File: src/rtl/cpu16_pkg.sv
// cpu16_pkg: shared widths, instruction field positions and opcodes for the cpu16 datapath
package cpu16_pkg;
  localparam int DW = 16;
  localparam int NREG = 16;
  localparam int NMEM = 16;
  localparam int FW = 4;
  localparam int IMM_W = 8;
  localparam int OP_LSB = 12;
  localparam int RD_LSB = 8;
  localparam int RS_LSB = 4;
  localparam int RT_LSB = 0;
  localparam logic [3:0] OP_NOP = 4'h0;
  localparam logic [3:0] OP_ADD = 4'h1;
  localparam logic [3:0] OP_SUB = 4'h2;
  localparam logic [3:0] OP_STORE = 4'h3;
  localparam logic [3:0] OP_LOAD = 4'h4;
  localparam logic [3:0] OP_AND = 4'h5;
  localparam logic [3:0] OP_OR = 4'h6;
  localparam logic [3:0] OP_XOR = 4'h7;
  localparam logic [3:0] OP_SLL = 4'h8;
  localparam logic [3:0] OP_SRL = 4'h9;
  localparam logic [3:0] OP_SRA = 4'hA;
  localparam logic [3:0] OP_SLT = 4'hB;
  localparam logic [3:0] OP_LI = 4'hC;
  localparam logic [3:0] OP_LUI = 4'hD;
  localparam logic [3:0] OP_ADDI = 4'hE;
endpackage

File: src/rtl/cpu16_regfile.sv
// cpu16_regfile: 16x16 register file, three combinational reads, one sync write, sync clear
module cpu16_regfile
  import cpu16_pkg::*;
(
  input  logic          clk,
  input  logic          rst,
  input  logic          we,
  input  logic [FW-1:0] wa,
  input  logic [DW-1:0] wd,
  input  logic [FW-1:0] ra_s,
  input  logic [FW-1:0] ra_t,
  input  logic [FW-1:0] ra_d,
  output logic [DW-1:0] rd_s,
  output logic [DW-1:0] rd_t,
  output logic [DW-1:0] rd_d
);
  logic [DW-1:0] r [NREG];
  assign rd_s = r[ra_s];
  assign rd_t = r[ra_t];
  assign rd_d = r[ra_d];
  always_ff @(posedge clk) begin
    if (rst) for (int i = 0; i < NREG; i++) r[i] <= '0;
    else if (we) r[wa] <= wd;
  end
endmodule

File: src/rtl/cpu16_top.sv
// cpu16_top: single-issue 16-bit execute datapath; data memory for STORE/LOAD only with CPU16_DMEM_EN
module cpu16_top
  import cpu16_pkg::*;
(
  input  logic          CLK,
  input  logic          RSTn,
  input  logic [DW-1:0] IR,
  output logic [DW-1:0] DATA1_OUT,
  output logic [DW-1:0] DATA2_OUT,
  output logic [DW-1:0] DATA3_OUT,
  output logic [FW-1:0] ALU_SEL
);
  logic [DW-1:0] ir_q, rs_val, rt_val, rd_val, a, b, res;
  logic signed [DW-1:0] sra;
  logic [FW-1:0] op, rd, rs, rt;
  logic [IMM_W-1:0] imm;
  logic we, fire;
  assign op = IR[OP_LSB +: FW];
  assign rd = IR[RD_LSB +: FW];
  assign rs = IR[RS_LSB +: FW];
  assign rt = IR[RT_LSB +: FW];
  assign imm = IR[IMM_W-1:0];
  assign fire = IR != ir_q;
  assign sra = $signed(rs_val) >>> rt;
  cpu16_regfile u_rf (
    .clk(CLK), .rst(RSTn), .we(fire && we), .wa(rd), .wd(res),
    .ra_s(rs), .ra_t(rt), .ra_d(rd), .rd_s(rs_val), .rd_t(rt_val), .rd_d(rd_val)
  );
`ifdef CPU16_DMEM_EN
  logic [DW-1:0] mem [NMEM];
  logic [DW-1:0] mem_rd;
  assign mem_rd = mem[rt];
  always_ff @(posedge CLK) begin
    if (RSTn) for (int i = 0; i < NMEM; i++) mem[i] <= '0;
    else if (fire && op == OP_STORE) mem[rt] <= rd_val;
  end
`endif
  always_comb begin
    a = '0;
    b = '0;
    res = '0;
    we = 1'b0;
    case (op)
      OP_ADD, OP_SUB, OP_AND, OP_OR, OP_XOR, OP_SLT: begin
        a = rs_val;
        b = rt_val;
        we = 1'b1;
        res = op == OP_ADD ? rs_val + rt_val :
              op == OP_SUB ? rs_val - rt_val :
              op == OP_AND ? rs_val & rt_val :
              op == OP_OR  ? rs_val | rt_val :
              op == OP_XOR ? rs_val ^ rt_val :
              {{(DW-1){1'b0}}, $signed(rs_val) < $signed(rt_val)};
      end
      OP_SLL, OP_SRL, OP_SRA: begin
        a = rs_val;
        b = {{(DW-FW){1'b0}}, rt};
        we = 1'b1;
        res = op == OP_SLL ? rs_val << rt : op == OP_SRL ? rs_val >> rt : sra;
      end
      OP_LI: begin
        b = {{(DW-IMM_W){1'b0}}, imm};
        res = b;
        we = 1'b1;
      end
      OP_LUI: begin
        a = rd_val;
        b = {imm, {(DW-IMM_W){1'b0}}};
        res = {imm, rd_val[IMM_W-1:0]};
        we = 1'b1;
      end
      OP_ADDI: begin
        a = rd_val;
        b = {{(DW-IMM_W){imm[IMM_W-1]}}, imm};
        res = rd_val + {{(DW-IMM_W){imm[IMM_W-1]}}, imm};
        we = 1'b1;
      end
`ifdef CPU16_DMEM_EN
      OP_STORE: begin
        a = {{(DW-FW){1'b0}}, rt};
        b = rd_val;
        res = rd_val;
      end
      OP_LOAD: begin
        a = {{(DW-FW){1'b0}}, rt};
        b = mem_rd;
        res = mem_rd;
        we = 1'b1;
      end
`endif
      default: ;
    endcase
  end
  always_ff @(posedge CLK) begin
    if (RSTn) begin
      ir_q <= '0;
      DATA1_OUT <= '0;
      DATA2_OUT <= '0;
      DATA3_OUT <= '0;
      ALU_SEL <= '0;
    end else if (fire) begin
      ir_q <= IR;
      DATA1_OUT <= a;
      DATA2_OUT <= b;
      DATA3_OUT <= res;
      ALU_SEL <= op;
    end
  end
endmodule

File: config.mk
export PLATFORM = sky130hd
export DESIGN_NAME = cpu16_top
export DESIGN_NICKNAME = d
export VERILOG_FILES = /design/src/rtl/cpu16_pkg.sv /design/src/rtl/cpu16_regfile.sv /design/src/rtl/cpu16_top.sv
export SDC_FILE = /design/constraint.sdc
export NUM_CORES = 1
export LEC_CHECK = 0
export CAP_MARGIN = 20
export CELL_PAD_IN_SITES_DETAIL_PLACEMENT = 1
export CELL_PAD_IN_SITES_GLOBAL_PLACEMENT = 1
export CORE_AREA = 2 2 230 232
export CTS_CLUSTER_SIZE = 28
export DETAILED_ROUTE_END_ITERATION = 8
export DIE_AREA = 0 0 232 234
export PLACE_DENSITY = 0.77
export SLEW_MARGIN = 10
export SYNTH_ARGS = -nofsm -noshare
export SYNTH_HDL_FRONTEND = slang
export SYNTH_SLANG_ARGS = --single-unit
File: constraint.sdc
create_clock -name CLK -period 12.7 [get_ports CLK]
set_input_delay 2.54 -clock CLK [delete_from_list [all_inputs] [get_ports CLK]]
set_output_delay 2.54 -clock CLK [all_outputs]
set_load 0.005 [all_outputs]
==> implementation parameters <==
Parameter                              Value

Outcome
  Status    completed

Clock tree
  Buffers inserted during post-CTS setup optimization    0
  CTS max path bufs    3
  CTS tree    built
  CTS Buf Count    38
  Clock latency of the later-clocked register in the worst-skew pair    590 ps
  Cts-stage hold buffer count    0
  Worst-path clk slew    60 ps
  Cells resized by post-CTS repair    0
  Root buffer selected by CTS    clkbuf_16
  Clock sinks    320
  Clock H-tree levels    2

Logic synthesis
  Prevailing post-synth register cell    edfxtp_1
  Number of synthesized register bits    320
  Share of the synthesized netlist area taken by xor and xnor gates    0.0133
  Count of warnings emitted by yosys    0
  Simple-gate area share of the yosys netlist    0.120
  Syn avg cell area    11.1 sq um
  Count of unique library cells instantiated by Yosys    94
  Share of synthesized area spent on multiplexers    0.228
  Compound-gate portion of the synthesized area    0.166
  Arithmetic-cell share of the synthesized area counting full adders, half adders and majority gates    0.0367
  Asr flop ratio synth    0
  Cell Area, Synth    0.0231 sq mm
  Share of the yosys chip area belonging to registers    0.388
  EDFF count, synth    256
  Net count after synthesis    2,168
  Largest family of logic cells by synthesized area    multiplexers
  Number of instances in the synthesized netlist    2,084

Job
  Number of max-cap violations    0

Finish
  Count of fill cells added during filler insertion    5,510
  Ant diodes    0
  Leading cell type in the layout, fill and taps excluded    edfxtp_1
  Final nets    2,172
  Layout-stage area growth over the synthesis result    11.2%
  Layout cell share with drive strength beyond 1    0.199
  Leading cell types in the layout, fill and taps excluded    edfxtp_1, nor2_1, mux4_2, a21oi_1, nand2_1

Setup path
  Critical path launch point type    input port
  Sort of element at the end of the critical path    register
  Crit-path slowest cell    a2111oi_4
  Worst endpoint data arrival time    8860 ps
  Startpoint of the most critical register-to-register path    u_rf.r[7][4]
  Required time of the critical path    12,960 ps
  Worst r2r path cells    13
  Cell-by-cell listing of the critical path    buf_4, buf_4, mux2i_1, a21bo_2, or3_1, and2_1, ha_1, nor2_1, a211oi_2, a211oi_1, or3_1, a2111oi_0, a211oi_1, a2111oi_4, a21oi_1
  Maximum fanout along the worst path    47
  Number of buffer and inverter stages on the critical path    2
  Setup slack, reg-to-reg    7060 ps
  Setup CP Type    in2reg
  RR Endpoint    u_rf.r[11][15]
  Kind of cell with the highest combined delay on the critical path    compound AO/OA/AOI/OAI gates
  CP peak stage delay    1080 ps

Die
  Chip height    234 microns
  Initial core utilization    0.444
  Number of core rows    84
  Die X    232 microns
  Core Region    0.0520 sq mm
  Die area    0.0543 sq mm
  I/O pin count    70

Worst hold path
  Startpoint of the worst hold path    DATA3_OUT[11]
  WHS Path Cells    2
  Path type of the worst min-delay path    reg2reg
  Worst min-delay path endpoint    DATA3_OUT[11]

Timing
  Final Hold Vio Count    0
  Final period utilization    0.677
  Setup TNS after final layout    0 ps
  Clock Skews    25.3 ps
  Achievable clock frequency    0.116 GHz
  Final worst path period need    8600 ps
  Slew Limit Headroom    0.209
  Unrepaired setup endpoints after global routing    no
  Total setup violations reported at the end of the flow    0
  Number of pins with negative max-slew slack in the final report    0
  Worst path setup slack after routing    4100 ps
  Slew of the pin with the lowest slew margin    1190 ps

Routing
  Remaining DRCs    0
  Wire length per cell    37.4 microns
  Wirelength, routed    105,000 microns
  Drt first-iter violations    2,571
  Count of vias placed by the detailed router    20,700
  Vias per cell    7.37
  Detail Route Antenna Nets    0
  Number of iterations in the first detailed-routing pass    5

GRT
  Maximum number of pins on one net before global-route repair    74
  Global route total overflow    0
  Global routing usage summed across all routing layers    0.387
  Initial antenna violation count    0
  Number of global-route vias before repair    21,200
  First-pass GRT wire length    151,000 microns

Power
  Power Dens Cells    129 mW/mm^2
  Leak pwr    0.00907 uW
  Peak ir drop on the vdd network    0.107 mV

Place
  Count of input and output buffers    69
  Routability Congestion    1.02
  Minimum setup slack after placement    3660 ps
  Sum of net half-perimeters after detailed placement    72,700 microns
==> Yosys cell counts, types with 35 or more instances <==
master    count  area [sq um]
mux4_2      209          4710
nor3_1       80           400
nor2_1      228           856
clkbuf_1    114           428
mux2i_1      46           460
inv_1        46           173
nand2_1     134           503
o21ai_0      56           280
nor2b_1      35           219
a21oi_1     188           941
dfxtp_1      64          1280
ha_1         63           788
edfxtp_1    256          7690
==> stage by stage <==
| step | instance area, sq um | power [uW] | hold slack (ps) | utilization | cells |
|---|---|---|---|---|---|
| floorplan | 23100 | 1830 | 448 | - | 2084 |
| global placement | 24400 | 2160 | 453 | 0.469 | 2729 |
| detailed placement | 24400 | 2190 | 482 | 0.469 | 2732 |
| CTS | 25600 | 3280 | 490 | 0.493 | 2802 |
| global route | 25700 | 3410 | 506 | 0.494 | 2806 |
| finish | 25700 | 3320 | 483 | 0.494 | 2806 |
==> worst reg2reg max path: stages, from the launching register on <==
cell       delay (ps)
edfxtp_1          410
mux2_2            180
a2bb2o_1          340
or3_1             430
and2_1            250
ha_1              490
nor2_1            130
a211oi_2          500
a211oi_1          220
or3_1             430
a2111oi_0         420
a211oi_1          200
a2111oi_4        1080
a21oi_1           250
==> power breakdown <==
group          total [uW]  internal [uW]  switching, uW
registers            1230           1190           45.6
clock network        1100            636            467
logic                 981            337            644
==> state kept, by name, summed over array words and instances (netlist names) <==
| name | count |
|---|---|
| DATA1_OUT | 16 |
| ir_q | 12 |
| DATA3_OUT | 16 |
| ALU_SEL | 4 |
| DATA2_OUT | 16 |
| u_rf.r | 256 |
==> area by class of cell <==
| type | count | area [sq um] | share of cell area |
|---|---|---|---|
| clock inverters | 21 | 214 | 0.00833 |
| inverters | 55 | 206 | 0.00804 |
| multi-input cells | 1517 | 13100 | 0.509 |
| flip-flops and latches | 320 | 8970 | 0.349 |
| clock buffers | 49 | 1020 | 0.0399 |
| repair buffers | 156 | 1330 | 0.0518 |
| well taps | 688 | 861 | 0.0335 |
==> routing by layer <==
layer,part of all wire,GRT usage
met5,0,0
met4,0.080,0.265
met3,0.12,0.113
met2,0.46,0.611
met1,0.34,0.457
==> worst max-delay path by stage <==
stage / start / endpoint / depth (start not counted)
floorplan: IR[8] / u_rf.r[10][14] / 17
global placement: IR[0] / u_rf.r[8][8] / 14
detailed placement: IR[0] / DATA3_OUT[0] / 14
CTS: IR[0] / DATA3_OUT[0] / 14
global route: IR[0] / u_rf.r[2][8] / 14
finish: IR[6] / u_rf.r[11][15] / 15
==> logic make-up (layout without fill, tap and decap cells) <==
logic type / count (synthesis) / count (layout)
and+or+nand+nor: 599 / 599
AOI/OAI and AO/OA: 553 / 553
DFF: 320 / 320
muxes: 264 / 264
buffers and inverters: 247 / 281
adders and majority gates: 66 / 66
xor gates and xnor gates: 35 / 35
Power figures use the tool's default switching activity.
